===== src/rtl/ram_cpu_share_arb.sv =====
// Arbitrates a single dual-port RAM between a streaming engine and a slow CPU port.
// The engine has priority, and a starvation counter eventually forces the CPU in.
module ram_cpu_share_arb #(
    parameter int ADDRBIT = 5,
    parameter int WIDTH   = 32,
    parameter int RDLAT   = 2,
    parameter int STARVE  = 15
) (
    input  logic               clk,
    input  logic               rst,
    input  logic               active,
    input  logic               eng_re,
    input  logic               eng_we,
    input  logic [ADDRBIT-1:0] eng_ra,
    input  logic [ADDRBIT-1:0] eng_wa,
    input  logic [WIDTH-1:0]   eng_wrd,
    output logic [WIDTH-1:0]   eng_rdd,
    output logic               eng_rvld,
    output logic               eng_stall,
    input  logic               upen,
    input  logic               upws,
    input  logic               uprs,
    input  logic [ADDRBIT-1:0] upa,
    input  logic [WIDTH-1:0]   updi,
    output logic [WIDTH-1:0]   updo,
    output logic               uprdy,
    output logic               memwe,
    output logic               memre,
    output logic [ADDRBIT-1:0] memwa,
    output logic [ADDRBIT-1:0] memra,
    output logic [WIDTH-1:0]   memwrd,
    input  logic [WIDTH-1:0]   memrdd
);

    localparam logic [1:0] IDLE    = 2'd0;
    localparam logic [1:0] PEND    = 2'd1;
    localparam logic [1:0] WAIT_RD = 2'd2;
    localparam logic [1:0] DONE    = 2'd3;
    localparam logic [7:0] STARVE_MAX = 8'(STARVE);

    logic               live;
    logic               engw;
    logic               engr;
    logic [1:0]         state_q, state_d;
    logic [7:0]         starve_q, starve_d;
    logic               cpuWr_q, cpuWr_d;
    logic [ADDRBIT-1:0] cpuA_q, cpuA_d;
    logic [WIDTH-1:0]   cpuD_q, cpuD_d;
    logic [WIDTH-1:0]   updo_q, updo_d;

    logic               pend;
    logic               portBusy;
    logic               forced;
    logic               grant;
    logic               cpuWrGo;
    logic               cpuRdGo;
    logic               engWrGo;
    logic               engRdGo;
    logic               rdIssue;
    logic [ADDRBIT-1:0] rdAddr;

    // Read pipeline: one slot per cycle of latency, each carrying its own forwarding capture.
    logic [RDLAT-1:0]   pValid_q, pValid_d;
    logic [RDLAT-1:0]   pCpu_q, pCpu_d;
    logic [RDLAT-1:0]   pFwd_q, pFwd_d;
    logic [ADDRBIT-1:0] pAddr_q [RDLAT];
    logic [ADDRBIT-1:0] pAddr_d [RDLAT];
    logic [WIDTH-1:0]   pData_q [RDLAT];
    logic [WIDTH-1:0]   pData_d [RDLAT];

    logic               retValid;
    logic               retCpu;
    logic [WIDTH-1:0]   retData;

    assign live = ~rst;
    assign engw = eng_we & active & live;
    assign engr = eng_re & active & live;

    assign pend     = live & upen & (state_q == PEND);
    assign portBusy = cpuWr_q ? engw : engr;
    assign forced   = (starve_q == STARVE_MAX);
    assign grant    = pend & (~portBusy | forced);
    assign cpuWrGo  = grant & cpuWr_q;
    assign cpuRdGo  = grant & ~cpuWr_q;
    assign engWrGo  = engw & ~cpuWrGo;
    assign engRdGo  = engr & ~cpuRdGo;

    assign eng_stall = grant & portBusy;

    assign memwe  = engWrGo | cpuWrGo;
    assign memwa  = cpuWrGo ? cpuA_q : eng_wa;
    assign memwrd = cpuWrGo ? cpuD_q : eng_wrd;

    assign rdIssue = engRdGo | cpuRdGo;
    assign rdAddr  = cpuRdGo ? cpuA_q : eng_ra;
    assign memra   = rdAddr;
    // A same-address write this cycle makes the RAM read pointless; forwarding supplies the data.
    assign memre   = rdIssue & ~(memwe & (memwa == rdAddr));

    assign retValid = pValid_q[RDLAT-1] & live;
    assign retCpu   = pCpu_q[RDLAT-1];
    assign retData  = (memwe && (memwa == pAddr_q[RDLAT-1])) ? memwrd :
                      pFwd_q[RDLAT-1] ? pData_q[RDLAT-1] : memrdd;

    assign eng_rdd  = retValid ? retData : '0;
    assign eng_rvld = retValid & ~retCpu;
    assign uprdy    = live & upen & (state_q == DONE);
    assign updo     = (live & upen) ? updo_q : '0;

    always_comb begin
        pValid_d   = '0;
        pCpu_d     = '0;
        pFwd_d     = '0;
        pValid_d[0] = rdIssue;
        pCpu_d[0]   = cpuRdGo;
        pAddr_d[0]  = rdAddr;
        pData_d[0]  = '0;
        for (int k = 1; k < RDLAT; k++) begin
            pValid_d[k] = pValid_q[k-1];
            pCpu_d[k]   = pCpu_q[k-1];
            pFwd_d[k]   = pFwd_q[k-1];
            pAddr_d[k]  = pAddr_q[k-1];
            pData_d[k]  = pData_q[k-1];
        end
        // Youngest same-address write wins; an abandoned CPU read is dropped so it cannot return later.
        for (int k = 0; k < RDLAT; k++) begin
            if (memwe && (memwa == pAddr_d[k])) begin
                pFwd_d[k]  = 1'b1;
                pData_d[k] = memwrd;
            end
            if (!upen && pCpu_d[k]) begin
                pValid_d[k] = 1'b0;
                pCpu_d[k]   = 1'b0;
            end
        end
    end

    always_comb begin
        state_d  = state_q;
        starve_d = '0;
        cpuWr_d  = cpuWr_q;
        cpuA_d   = cpuA_q;
        cpuD_d   = cpuD_q;
        updo_d   = updo_q;
        case (state_q)
            IDLE: begin
                if (upen && (upws || uprs)) begin
                    cpuWr_d = upws;
                    cpuA_d  = upa;
                    cpuD_d  = updi;
                    state_d = PEND;
                end
            end
            PEND: begin
                if (!upen) begin
                    state_d = IDLE;
                end else if (grant) begin
                    state_d = cpuWr_q ? DONE : WAIT_RD;
                end else begin
                    starve_d = forced ? starve_q : starve_q + 8'd1;
                end
            end
            WAIT_RD: begin
                if (!upen) begin
                    state_d = IDLE;
                end else if (retValid && retCpu) begin
                    updo_d  = retData;
                    state_d = DONE;
                end
            end
            default: state_d = IDLE;
        endcase
    end

    always_ff @(posedge clk) begin
        if (rst) begin
            state_q  <= IDLE;
            starve_q <= '0;
            cpuWr_q  <= 1'b0;
            cpuA_q   <= '0;
            cpuD_q   <= '0;
            updo_q   <= '0;
            pValid_q <= '0;
            pCpu_q   <= '0;
            pFwd_q   <= '0;
            for (int k = 0; k < RDLAT; k++) begin
                pAddr_q[k] <= '0;
                pData_q[k] <= '0;
            end
        end else begin
            state_q  <= state_d;
            starve_q <= starve_d;
            cpuWr_q  <= cpuWr_d;
            cpuA_q   <= cpuA_d;
            cpuD_q   <= cpuD_d;
            updo_q   <= updo_d;
            pValid_q <= pValid_d;
            pCpu_q   <= pCpu_d;
            pFwd_q   <= pFwd_d;
            for (int k = 0; k < RDLAT; k++) begin
                pAddr_q[k] <= pAddr_d[k];
                pData_q[k] <= pData_d[k];
            end
        end
    end

endmodule


===== config.mk =====
export PLATFORM = sky130hd
export DESIGN_NAME = ram_cpu_share_arb
export DESIGN_NICKNAME = d
export VERILOG_FILES = /design/src/rtl/ram_cpu_share_arb.sv
export SDC_FILE = /design/constraint.sdc
export NUM_CORES = 1
export LEC_CHECK = 0
export ABC_AREA = 1
export CAP_MARGIN = 20
export CORE_ASPECT_RATIO = 2
export CORE_UTILIZATION = 45
export CTS_CLUSTER_DIAMETER = 50
export CTS_CLUSTER_SIZE = 10
export DETAILED_ROUTE_END_ITERATION = 10
export MAX_ROUTING_LAYER = met4
export PLACE_DENSITY = 0.8
export SLEW_MARGIN = 20
export SYNTH_ARGS = -nofsm -noshare
export SYNTH_HDL_FRONTEND = slang
export SYNTH_SLANG_ARGS = --single-unit
export TNS_END_PERCENT = 10

===== constraint.sdc =====
create_clock -name clk -period 2.8 [get_ports clk]
set_input_delay 0.28 -clock clk [delete_from_list [all_inputs] [get_ports clk]]
set_output_delay 0.28 -clock clk [all_outputs]
set_load 0.05 [all_outputs]

==> summary.md, run 1 <==
Setup path
• endpoint required time on the critical path: 2.52 ns
• capturing element type of the critical path: primary output
• classification of the worst setup path: register to primary output
• arrival time of data at the critical path endpoint: 2.80 ns
• Setup crit start kind: register
• maximum fanout count along the critical path: 5

Yosys
• mean instance size in the synthesized netlist: 6.80 µm²
• fraction of registers with async set/reset: 0%
• Synth Area in Compound Gates: 12.2%
• synthesized netlist cell count: 1194
• total standard cell area after synthesis: 8120 µm²
• total of flip-flops plus latches after synthesis: 160
• number of nets in the synthesized netlist: 1314
• simple-gate portion of the synthesized area: 27.0%
• xor-xnor portion of the synthesized cell area: 0.863%
• count of flip-flops with a built-in enable after synthesis: 0
• fraction of the yosys area taken by sequential cells: 39.4%
• predominant post-synthesis flop cell: dfxtp_1
• Synth warnings: 0
• post-synthesis cell type count: 32
• largest family of logic cells by synthesized area: simple AND/OR/NAND/NOR gates
• adder and majority cell fraction of the synthesized area: 0.154%
• proportion of synthesized area in mux cells: 4.44%

Timing
• Pins Over Slew Limit: 0
• post-layout worst setup margin: -0.280 ns
• Final setup viols: 33
• maximum operating frequency: 325 MHz
• setup repair after global routing missed its margin: yes
• final critical-path required period: 3.08 ns
• Max-slew headroom: 57.2%
• share of the clock period used by the worst path after layout: 110%
• final hold vios: 0
• Clock Skews: 0.00776 ns
• slew of the pin with the lowest slew margin: 0.642 ns

Cells and area
• fraction of layout cells with a size suffix above 1: 30.2%
• Cell Count, Final, Fillers Out: 1729
• count of filler cells inserted in the layout: 1228
• post-route core utilization: 75.8%
• area added between synthesis and finish: 65.2%
• # nets final: 1620

Die
• Cell Rows: 69
• floorplan die width: 97 µm
• I/O pin count: 230
• initial core utilization: 45.9%
• die footprint: 18600 µm²
• Core ar.: 17700 µm²
• Die Span Y: 192 µm

GRT
• Global Route met1 Usage: 30.3%
• global route hottest layer: met2
• largest net degree at the start of global routing: 47
• vias in the first global route: 8603
• gr ovfl total: 0
• antenna violations before repair: 3
• met3 demand-to-capacity share in global routing: 4.40%
• combined global-route utilization of all metal layers: 30.5%
• first-pass GRT wire length: 43400 µm
• met2 Use GR: 57.2%

Run status
• run status: finished with violations
• violated checks: negative setup slack

Drt
• initial drt markers: 466
• average via count per standard cell: 5.15
• Pre-Repair DR Iteration Count: 5
• remaining routing DRC violations: 0
• total via count in the routed design: 8897
• average wire per standard cell: 16.5 µm
• total detailed-routing wirelength: 28500 µm
• Final ANT Viol Nets: 0

Clocking
• cell chosen for the clock root: clkbuf_16
• insertion delay of the later-clocked pin in the worst-skew pair: 0.43 ns
• clock tree from TritonCTS: done
• clock buffer depth: 2
• TritonCTS buffer count: 17
• CTS H-tree depth: 4
• count of clock tree sinks: 160
• clock slew seen by the registers of the worst setup and hold paths: 0.07 ns

Power
• P per Cell Area: 450 nW/µm²
• peak supply drop: 0.479 mV
• leak pwr: 0.00589 µW

Placed design
• placed instance count: 1681
• gp weighted congestion: 0.936
• IO Port Bufs: 229
• DP HPWL: 20600 µm

Job
• number of maximum-capacitance violations: 0

Hold path
• class of the most critical hold timing path: input pin to register

## path summary, 6_finish.rpt
| path | from | to | slack, ns | cells after the start |
|---|---|---|---|---|
| max | starve_q[1] | eng_rdd[3] | -0.28 | 18 |
| min | upws | cpuWr_q | 0.42 | 3 |
| max reg2reg | starve_q[1] | pData_q[0][63] | 0.31 | 19 |
| min reg2reg | pValid_q[0] | pValid_q[1] | 0.43 | 2 |
## power breakdown
group          switching (µW)  total, µW  leakage [µW]  internal (µW)
combinational             664       1220       0.00430            551
sequential               28.6       2380       0.00130           2350
clock                    1000       2440      0.000286           1440
total                    1690       6030       0.00589           4340
## kinds of logic (layout without fill, tap and decap cells)
group | Yosys count | in the layout
AND/OR/NAND/NOR | 482 | 482
XOR/XNOR | 8 | 8
flip-flops | 160 | 160
other | 0 | 3
adder cells (fa/ha/maj) | 1 | 1
buffers and inverters | 318 | 637
AO/OA/AOI/OAI | 193 | 193
multiplexers | 32 | 32
## cell usage after synthesis, types with 2 or more instances
master    count  share of area (%)
a211oi_1      2               0.18
a21oi_1     111                6.8
buf_1         9               0.42
buf_2        30                1.8
buf_4         9               0.83
buf_6         4               0.55
clkbuf_1     28                1.3
dfxtp_1     160                 39
inv_1       213                9.8
inv_2        25                1.2
mux2_2       32                4.4
nand2_1     209                9.7
nand2_2       6               0.46
nand2_4       5               0.69
nand3_1      45                2.8
nand3_2       5               0.62
nand4_1      76                5.9
nor2_1      120                5.5
nor2_2        6               0.46
nor2_4        3               0.42
nor3_1        6               0.37
o21ai_0      44                2.7
o21ai_1      31                1.9
xnor2_1       2               0.22
xor2_1        6               0.65
## registers in the layout, indices dropped and copies added, names as in the netlist, 5 cells and up
| signal | cells |
|---|---|
| cpuD_q | 32 |
| updo_q | 32 |
| cpuA_q | 5 |
| pData_q | 64 |
| pAddr_q | 10 |
| starve_q | 8 |
## metal layers
layer | part of all wire (%) | vias to the layer above
li1 | - | 4356
met5 | 0 | -
met2 | 55 | 337
met1 | 36 | 4128
met3 | 3.8 | 76
met4 | 5.2 | 0
## per-stage QoR
step / cell area [µm²] / setup TNS, ns / setup slack [ns] / hold slack, ns / total power, µW
final: 13400 / -7.73 / -0.280 / 0.418 / 6030
after global routing: 13400 / -12.48 / -0.413 / 0.432 / 6230
after CTS: 13200 / -7.61 / -0.258 / 0.415 / 6010
after detailed placement: 12100 / -3.60 / -0.172 / 0.418 / 3580
after global placement: 12100 / -2.52 / -0.138 / 0.419 / 3560
after floorplan: 8250 / -2.83 / -0.192 / 0.407 / 2980
## critical path, cell delays in order, from the launching register on
cell and delay, ns:
dfxtp_2 0.35, ha_4 0.15, nand3_4 0.08, nor2_4 0.12
nand2_4 0.08, nand2_4 0.09, nand3_4 0.11, buf_12 0.16
buf_16 0.12, nand2_2 0.08, nand3_2 0.08, nand2_2 0.09
nor2_4 0.06, nand3_4 0.11, buf_12 0.13, clkbuf_16 0.16
nand2_2 0.07, a21oi_2 0.14, buf_6 0.17
## layout by cell type (no fill, tap or decap), types with 32 or more instances in the layout
| master | count |
|---|---|
| a21oi_1 | 79 |
| buf_4 | 117 |
| buf_12 | 90 |
| inv_2 | 34 |
| mux2_2 | 32 |
| nand2_1 | 184 |
| dfxtp_1 | 157 |
| clkdlybuf4s50_1 | 117 |
| nand4_1 | 76 |
| o21ai_0 | 42 |
| nor2_1 | 119 |
| nand3_1 | 40 |
| buf_6 | 37 |
| inv_1 | 203 |
## timing repair
| action | CTS | global route |
|---|---|---|
| hold buffers | 0 | 0 |
| buffers inserted | 6 | 3 |
| gates cloned | 3 | 1 |
| gates resized for setup | 66 | 61 |
| pin swaps | 7 | 13 |
| endpoints found under the setup margin | 64 | 64 |
## final cells by class
type | instances | area, µm² | share of cell area (%)
clock buffer | 18 | 439 | 3.27
clock inverter | 14 | 180 | 1.34
inverter | 238 | 906 | 6.75
sequential | 160 | 3210 | 23.9
multi-input combinational | 716 | 4020 | 29.9
tap | 213 | 267 | 1.99
antenna | 3 | 7.51 | 0.0559
timing repair buffer | 367 | 4400 | 32.8
No activity file was read; power rests on OpenSTA's default activity.
==> run 2: changes to the inputs <==
Settings changed: PLACE_DENSITY 0.8 to 0.81.
==> run 2 against run 1 <==
The flow still finishes with violations (negative setup slack); register-to-register slack worse by 0.25 ns; fmax shrank 0.60%; global-route usage down 0.18 points; clock power down 8.2%; sequential share of layout area grew 0.42 points.
==> summary.md, run 2 (synthesized netlist as in run 1, its figures left out) <==
Timing
• setup repair after global routing missed its margin: yes
• Pins Over Slew Limit: 0, unchanged
• slew of the pin with the lowest slew margin: 0.725 ns, +0.0831 ns
• final critical-path required period: 3.10 ns, +0.0187 ns
• maximum operating frequency: 323 MHz, -0.60%
• Final setup viols: 33, unchanged
• smallest hold slack: 0.431 ns, +0.0125 ns
• share of the clock period used by the worst path after layout: 111%, +0.67 points
• Max-slew headroom: 51.7%, -5.5 points
• post-layout worst setup margin: -0.299 ns, -0.0187 ns
• Clock Skews: 0.00637 ns, -0.00139 ns
• final hold vios: 0, unchanged

Setup path
• Reg2Reg Setup Slack: 0.06 ns, -0.25 ns
• Setup crit start kind: register
• r2r endpoint: pData_q[0][9]
• Reg2Reg Depth: 15, -4
• Worst R2R Start: starve_q[0]
• capturing element type of the critical path: primary output
• Critical Path Start: starve_q[0]
• endpoint required time on the critical path: 2.52 ns, about the same
• classification of the worst setup path: register to primary output
• arrival time of data at the critical path endpoint: 2.82 ns, +0.02 ns
• maximum fanout count along the critical path: 6, +1

GRT
• largest net degree at the start of global routing: 76, +62%
• gr ovfl total: 0, unchanged
• combined global-route utilization of all metal layers: 30.4%, -0.18 points
• antenna violations before repair: 3, unchanged
• vias in the first global route: 8827, +2.6%
• first-pass GRT wire length: 43300 µm, about the same

Hold path
• class of the most critical hold timing path: register to register
• Worst Hold Depth: 2, -1
• hold worst-path end: pValid_q[1]
• beginning of the worst hold path: pValid_q[0]

Drt
• initial drt markers: 635, +36%
• remaining routing DRC violations: 0, unchanged
• total detailed-routing wirelength: 27900 µm, -2.0%
• total via count in the routed design: 9017, +1.3%
• Final ANT Viol Nets: 0, unchanged
• Pre-Repair DR Iteration Count: 7, +2
• average via count per standard cell: 5.19, +0.94%
• average wire per standard cell: 16.1 µm, -2.4%

Clocking
• clock slew seen by the registers of the worst setup and hold paths: 0.07 ns, about the same
• clock tree from TritonCTS: done
• cell chosen for the clock root: clkbuf_16
• TritonCTS buffer count: 17, unchanged
• clock buffer depth: 2, unchanged
• insertion delay of the later-clocked pin in the worst-skew pair: 0.42 ns, about the same
• count of clock tree sinks: 160, unchanged
• CTS H-tree depth: 4, unchanged

Cells and area
• fraction of layout cells with a size suffix above 1: 28.8%, -1.4 points
• largest registers in the final layout: pData_q: 64 flops, cpuD_q: 32 flops, updo_q: 32 flops
• leading cell type in the layout, fill and taps excluded: inv_1
• area added between synthesis and finish: 62.4%
• max FFs per register: 64, unchanged
• count of filler cells inserted in the layout: 1261, +2.7%
• post-route core utilization: 74.5%, -1.3 points
• post-route standard cell area excluding fillers: 13200 µm², -1.7%
• Top reg by flops: pData_q
• # nets final: 1627, +0.43%
• commonest cells after routing, fill and taps aside: inv_1, nand2_1, dfxtp_1

Job
• number of maximum-capacitance violations: 0, unchanged

Run status
• run status: finished with violations
• violated checks: negative setup slack

Die
• I/O pin count: 230, unchanged
• Cell Rows: 69, unchanged
• floorplan die width: 97 µm, unchanged
• initial core utilization: 45.9%, unchanged
• die footprint: 18600 µm², unchanged
• Die Span Y: 192 µm, unchanged
• Core ar.: 17700 µm², unchanged

Power
• overall power after layout: 5820 µW, -3.5%
• P per Cell Area: 441 nW/µm², -1.8%
• leak pwr: 0.00582 µW, -1.2%
• peak supply drop: 0.458 mV, -4.4%

Placed design
• pre-CTS worst setup slack: -0.194 ns, -0.0225 ns
• instance area after placement: 12100 µm², about the same
• IO Port Bufs: 229, unchanged
• gp weighted congestion: 0.927, -0.98%
• DP HPWL: 20300 µm, -1.2%

run 2: changes by cell type in the layout (fill, tap and decap cells not counted), moves of 5 or more:
cell,delta
inv_2,-9
nand3_2,-5
nand2_2,+5
nand2_4,-8
o21ai_1,+8
buf_4,+13
nand3_1,+5
o21ai_2,-7
inv_1,+9
run 2: worst max path at each step:
stage                     cells after the start     endpoint  slack [ns]
after floorplan                              14  eng_rdd[31]       -0.19
after global placement                       17   eng_rdd[1]       -0.15
after detailed placement                     16  eng_rdd[11]       -0.19
after CTS                                    16  eng_rdd[28]       -0.29
after global routing                         15        memre       -0.42
final                                        15        memre       -0.30
run 2: worst max-delay path, cell delays in order, from the launching register on:
cell and delay (ns):
dfxtp_2 0.35, ha_4 0.15, nand3_4 0.09, nor2_4 0.13
nand2_4 0.08, nand2_4 0.10, buf_6 0.12, nand2_2 0.10
o21ai_0 0.29, nand2_1 0.19, xor2_2 0.20, nor2_1 0.14
nand3_2 0.14, nand2_1 0.09, inv_1 0.04, buf_4 0.18
run 2: stage by stage:
| stage | std cells | TNS, ns |
|---|---|---|
| after floorplan | 1194 | -2.83 |
| after global placement | 1683 | -2.76 |
| after detailed placement | 1683 | -6.88 |
| after CTS | 1728 | -8.23 |
| after global routing | 1736 | -13.39 |
| final | 1736 | -8.27 |
run 2: timing repair:
| action | in CTS | in global routing |
|---|---|---|
| hold buffers | 0 | 0 |
| setup endpoints to repair | 97 | 92 |
| buffers inserted | 10 | 4 |
| resized for setup | 71 | 21 |
| pin swaps | 13 | 6 |
| cloned | 3 | 1 |
run 2: layout make-up:
type                            count  area [µm²]  area share, %
Clock buffer                       18         439           3.33
Timing Repair Buffer              374        4340           32.9
Inverter                          238         906           6.87
Antenna cell                        3        7.51         0.0569
Clock inverter                     14         130          0.987
Multi-Input combinational cell    716        3900           29.5
Sequential cell                   160        3210           24.3
Tap cell                          213         267           2.02
run 2: power by group:
group | switching [µW] | internal (µW) | leakage (µW) | total [µW]
clock network | 981 | 1260 | 0.000266 | 2240
logic | 651 | 550 | 0.00425 | 1200
registers | 30.3 | 2350 | 0.00130 | 2380
run 2: metal layers:
| metal | track usage (%) | share of wire, % |
|---|---|---|
| met1 | 28.9 | 35 |
| met2 | 56.8 | 55 |
| met3 | 3.78 | 4.3 |
| met4 | 20.1 | 5.9 |
| met5 | - | 0 |
==> run 3: changes to the inputs <==
Settings changed: SETUP_SLACK_MARGIN set to 0.15.
==> run 3 against run 2 <==
The flow still finishes with violations (negative setup slack); clock skew is 0.0053 ns higher; combinational power is 8% higher; wire length is 8.4% higher; highest routed layer unchanged; first-iteration DRC count is 21% lower; non-clock buffer count is 10 higher; sequential power hardly changed; power is 0.14% lower; fmax is 3.0% lower; via count is 3.3% higher; critical endpoint is now eng_rdd[22]; cell count is 0.40% higher; sequential share of layout area is 1.2 points lower; worst setup slack worse by 0.097 ns.
==> summary.md, run 3 (synthesized netlist as in run 1, its figures left out) <==
Die
• Cell Rows: 69, unchanged
• die footprint: 18600 µm², unchanged
• I/O pin count: 230, unchanged
• floorplan die width: 97 µm, unchanged
• initial core utilization: 45.9%, unchanged
• Core ar.: 17700 µm², unchanged
• Die Span Y: 192 µm, unchanged

Clocking
• hold buffers post-CTS: 0, unchanged
• count of clock tree sinks: 160, unchanged
• CTS H-tree depth: 4, unchanged
• clock slew seen by the registers of the worst setup and hold paths: 0.07 ns, about the same
• clock tree from TritonCTS: done
• insertion delay of the later-clocked pin in the worst-skew pair: 0.44 ns, +0.02 ns
• cell chosen for the clock root: clkbuf_16
• clock buffer depth: 2, unchanged
• TritonCTS buffer count: 17, unchanged

Hold path
• class of the most critical hold timing path: input pin to register

Cells and area
• commonest cells after routing, fill and taps aside: inv_1, nand2_1, dfxtp_1
• fraction of layout cells with a size suffix above 1: 34.4%, +5.6 points
• post-route core utilization: 78.4%, +3.8 points
• max FFs per register: 64, unchanged
• post-route standard cell area excluding fillers: 13900 µm², +5.2%
• largest registers in the final layout: pData_q: 64 flops, cpuD_q: 32 flops, updo_q: 32 flops
• Antenna diodes: 0, -3
• area added between synthesis and finish: 70.7%
• leading cell type in the layout, fill and taps excluded: inv_1
• # nets final: 1637, +0.61%
• Top reg by flops: pData_q

Timing
• slew of the pin with the lowest slew margin: 0.529 ns, -0.196 ns
• setup repair after global routing missed its margin: yes
• post-layout worst setup margin: -0.396 ns, -0.0972 ns
• maximum operating frequency: 313 MHz, -3.0%
• Max-slew headroom: 64.7%, +13 points
• Pins Over Slew Limit: 0, unchanged
• Clock Skews: 0.0117 ns, +0.00531 ns
• Final setup viols: 34, +3.0%
• final hold vios: 0, unchanged
• share of the clock period used by the worst path after layout: 114%, +3.5 points
• smallest hold slack: 0.314 ns, -0.117 ns
• final critical-path required period: 3.20 ns, +0.0972 ns

Power
• overall power after layout: 5810 µW, -0.14%
• peak supply drop: 0.472 mV, +3.1%
• leak pwr: 0.00598 µW, +2.8%
• P per Cell Area: 419 nW/µm², -5.0%

Setup path
• maximum fanout count along the critical path: 8, +2
• Setup crit start kind: register
• endpoint required time on the critical path: 2.52 ns, about the same
• capturing element type of the critical path: primary output
• classification of the worst setup path: register to primary output
• arrival time of data at the critical path endpoint: 2.92 ns, +0.10 ns

GRT
• antenna violations before repair: 0, -3
• largest net degree at the start of global routing: 76, unchanged
• vias in the first global route: 8886, +0.67%
• gr ovfl total: 0, unchanged
• first-pass GRT wire length: 43500 µm, +0.33%
• combined global-route utilization of all metal layers: 30.8%, +0.47 points

Drt
• total via count in the routed design: 9314, +3.3%
• Pre-Repair DR Iteration Count: 5, -2
• initial drt markers: 501, -21%
• total detailed-routing wirelength: 30300 µm, +8.4%
• average wire per standard cell: 17.4 µm, +8.0%
• remaining routing DRC violations: 0, unchanged
• average via count per standard cell: 5.34, +2.9%
• Final ANT Viol Nets: 0, unchanged

Placed design
• IO Port Bufs: 229, unchanged
• instance area after placement: 12400 µm², +1.8%
• DP HPWL: 20800 µm, +2.4%
• gp weighted congestion: 0.988, +6.6%

Run status
• run status: finished with violations
• violated checks: negative setup slack

Job
• number of maximum-capacitance violations: 0, unchanged

==> run 3: metrics by stage <==
step / instances / TNS (ns) / worst slack [ns]
finish: 1743 / -11.92 / -0.396
floorplan: 1194 / 0 / 0.0783
CTS: 1724 / -9.33 / -0.325
global placement: 1675 / -3.07 / -0.121
detailed placement: 1675 / -3.72 / -0.145
global route: 1743 / -16.87 / -0.527
==> run 3: path summary, 6_finish.rpt <==
| kind | startpoint | to | slack (ns) | cells past startpoint |
|---|---|---|---|---|
| setup / recovery | starve_q[1] | eng_rdd[22] | -0.40 | 18 |
| hold / removal | rst | pAddr_q[0][6] | 0.31 | 3 |
| setup reg to reg | starve_q[1] | updo_q[25] | -0.29 | 23 |
| hold reg to reg | pValid_q[0] | pValid_q[1] | 0.43 | 2 |
==> run 3: where the power goes <==
part / total (µW) / switching, µW / internal, µW
Combinational: 1290 / 699 / 590
Clock: 2140 / 1000 / 1140
Sequential: 2380 / 31.3 / 2350
Total: 5810 / 1730 / 4080
==> run 3: cell type report <==
type | instances | area (µm²)
Clock inverter | 14 | 105
Clock buffer | 18 | 429
Sequential cell | 160 | 3210
Inverter | 238 | 906
Fill cell | 1076 | 3830
Timing Repair Buffer | 384 | 4570
Tap cell | 213 | 267
Multi-Input combinational cell | 716 | 4380
==> run 3: critical path, stage by stage (launching register included) <==
cell	delay, ns
dfxtp_4	0.36
ha_4	0.15
nand3_4	0.09
nor2_4	0.12
nand2_4	0.08
nand2_4	0.10
nand3_4	0.07
buf_12	0.15
buf_6	0.12
nand2_4	0.06
nand3_2	0.08
nand2_2	0.10
nor2_4	0.05
buf_6	0.11
nand3_4	0.20
clkbuf_16	0.24
nand2_8	0.05
a21oi_4	0.17
buf_6	0.18
==> run 3: per-layer routing <==
metal  vias up  part of all wire [%]  track usage [%]
li1       4397                     -                -
met1      4315                    33             28.5
met2       437                    54             56.8
met3       165                   4.9             4.55
met4         0                   7.8             23.1
met5         -                     0                -
==> run 3: repair_timing <==
| action | in CTS | in global routing |
|---|---|---|
| endpoints found under the setup margin | 96 | 125 |
| gates resized for setup | 61 | 113 |
| gates cloned | 0 | 4 |
| pin swaps | 10 | 37 |
| setup buffers | 17 | 15 |
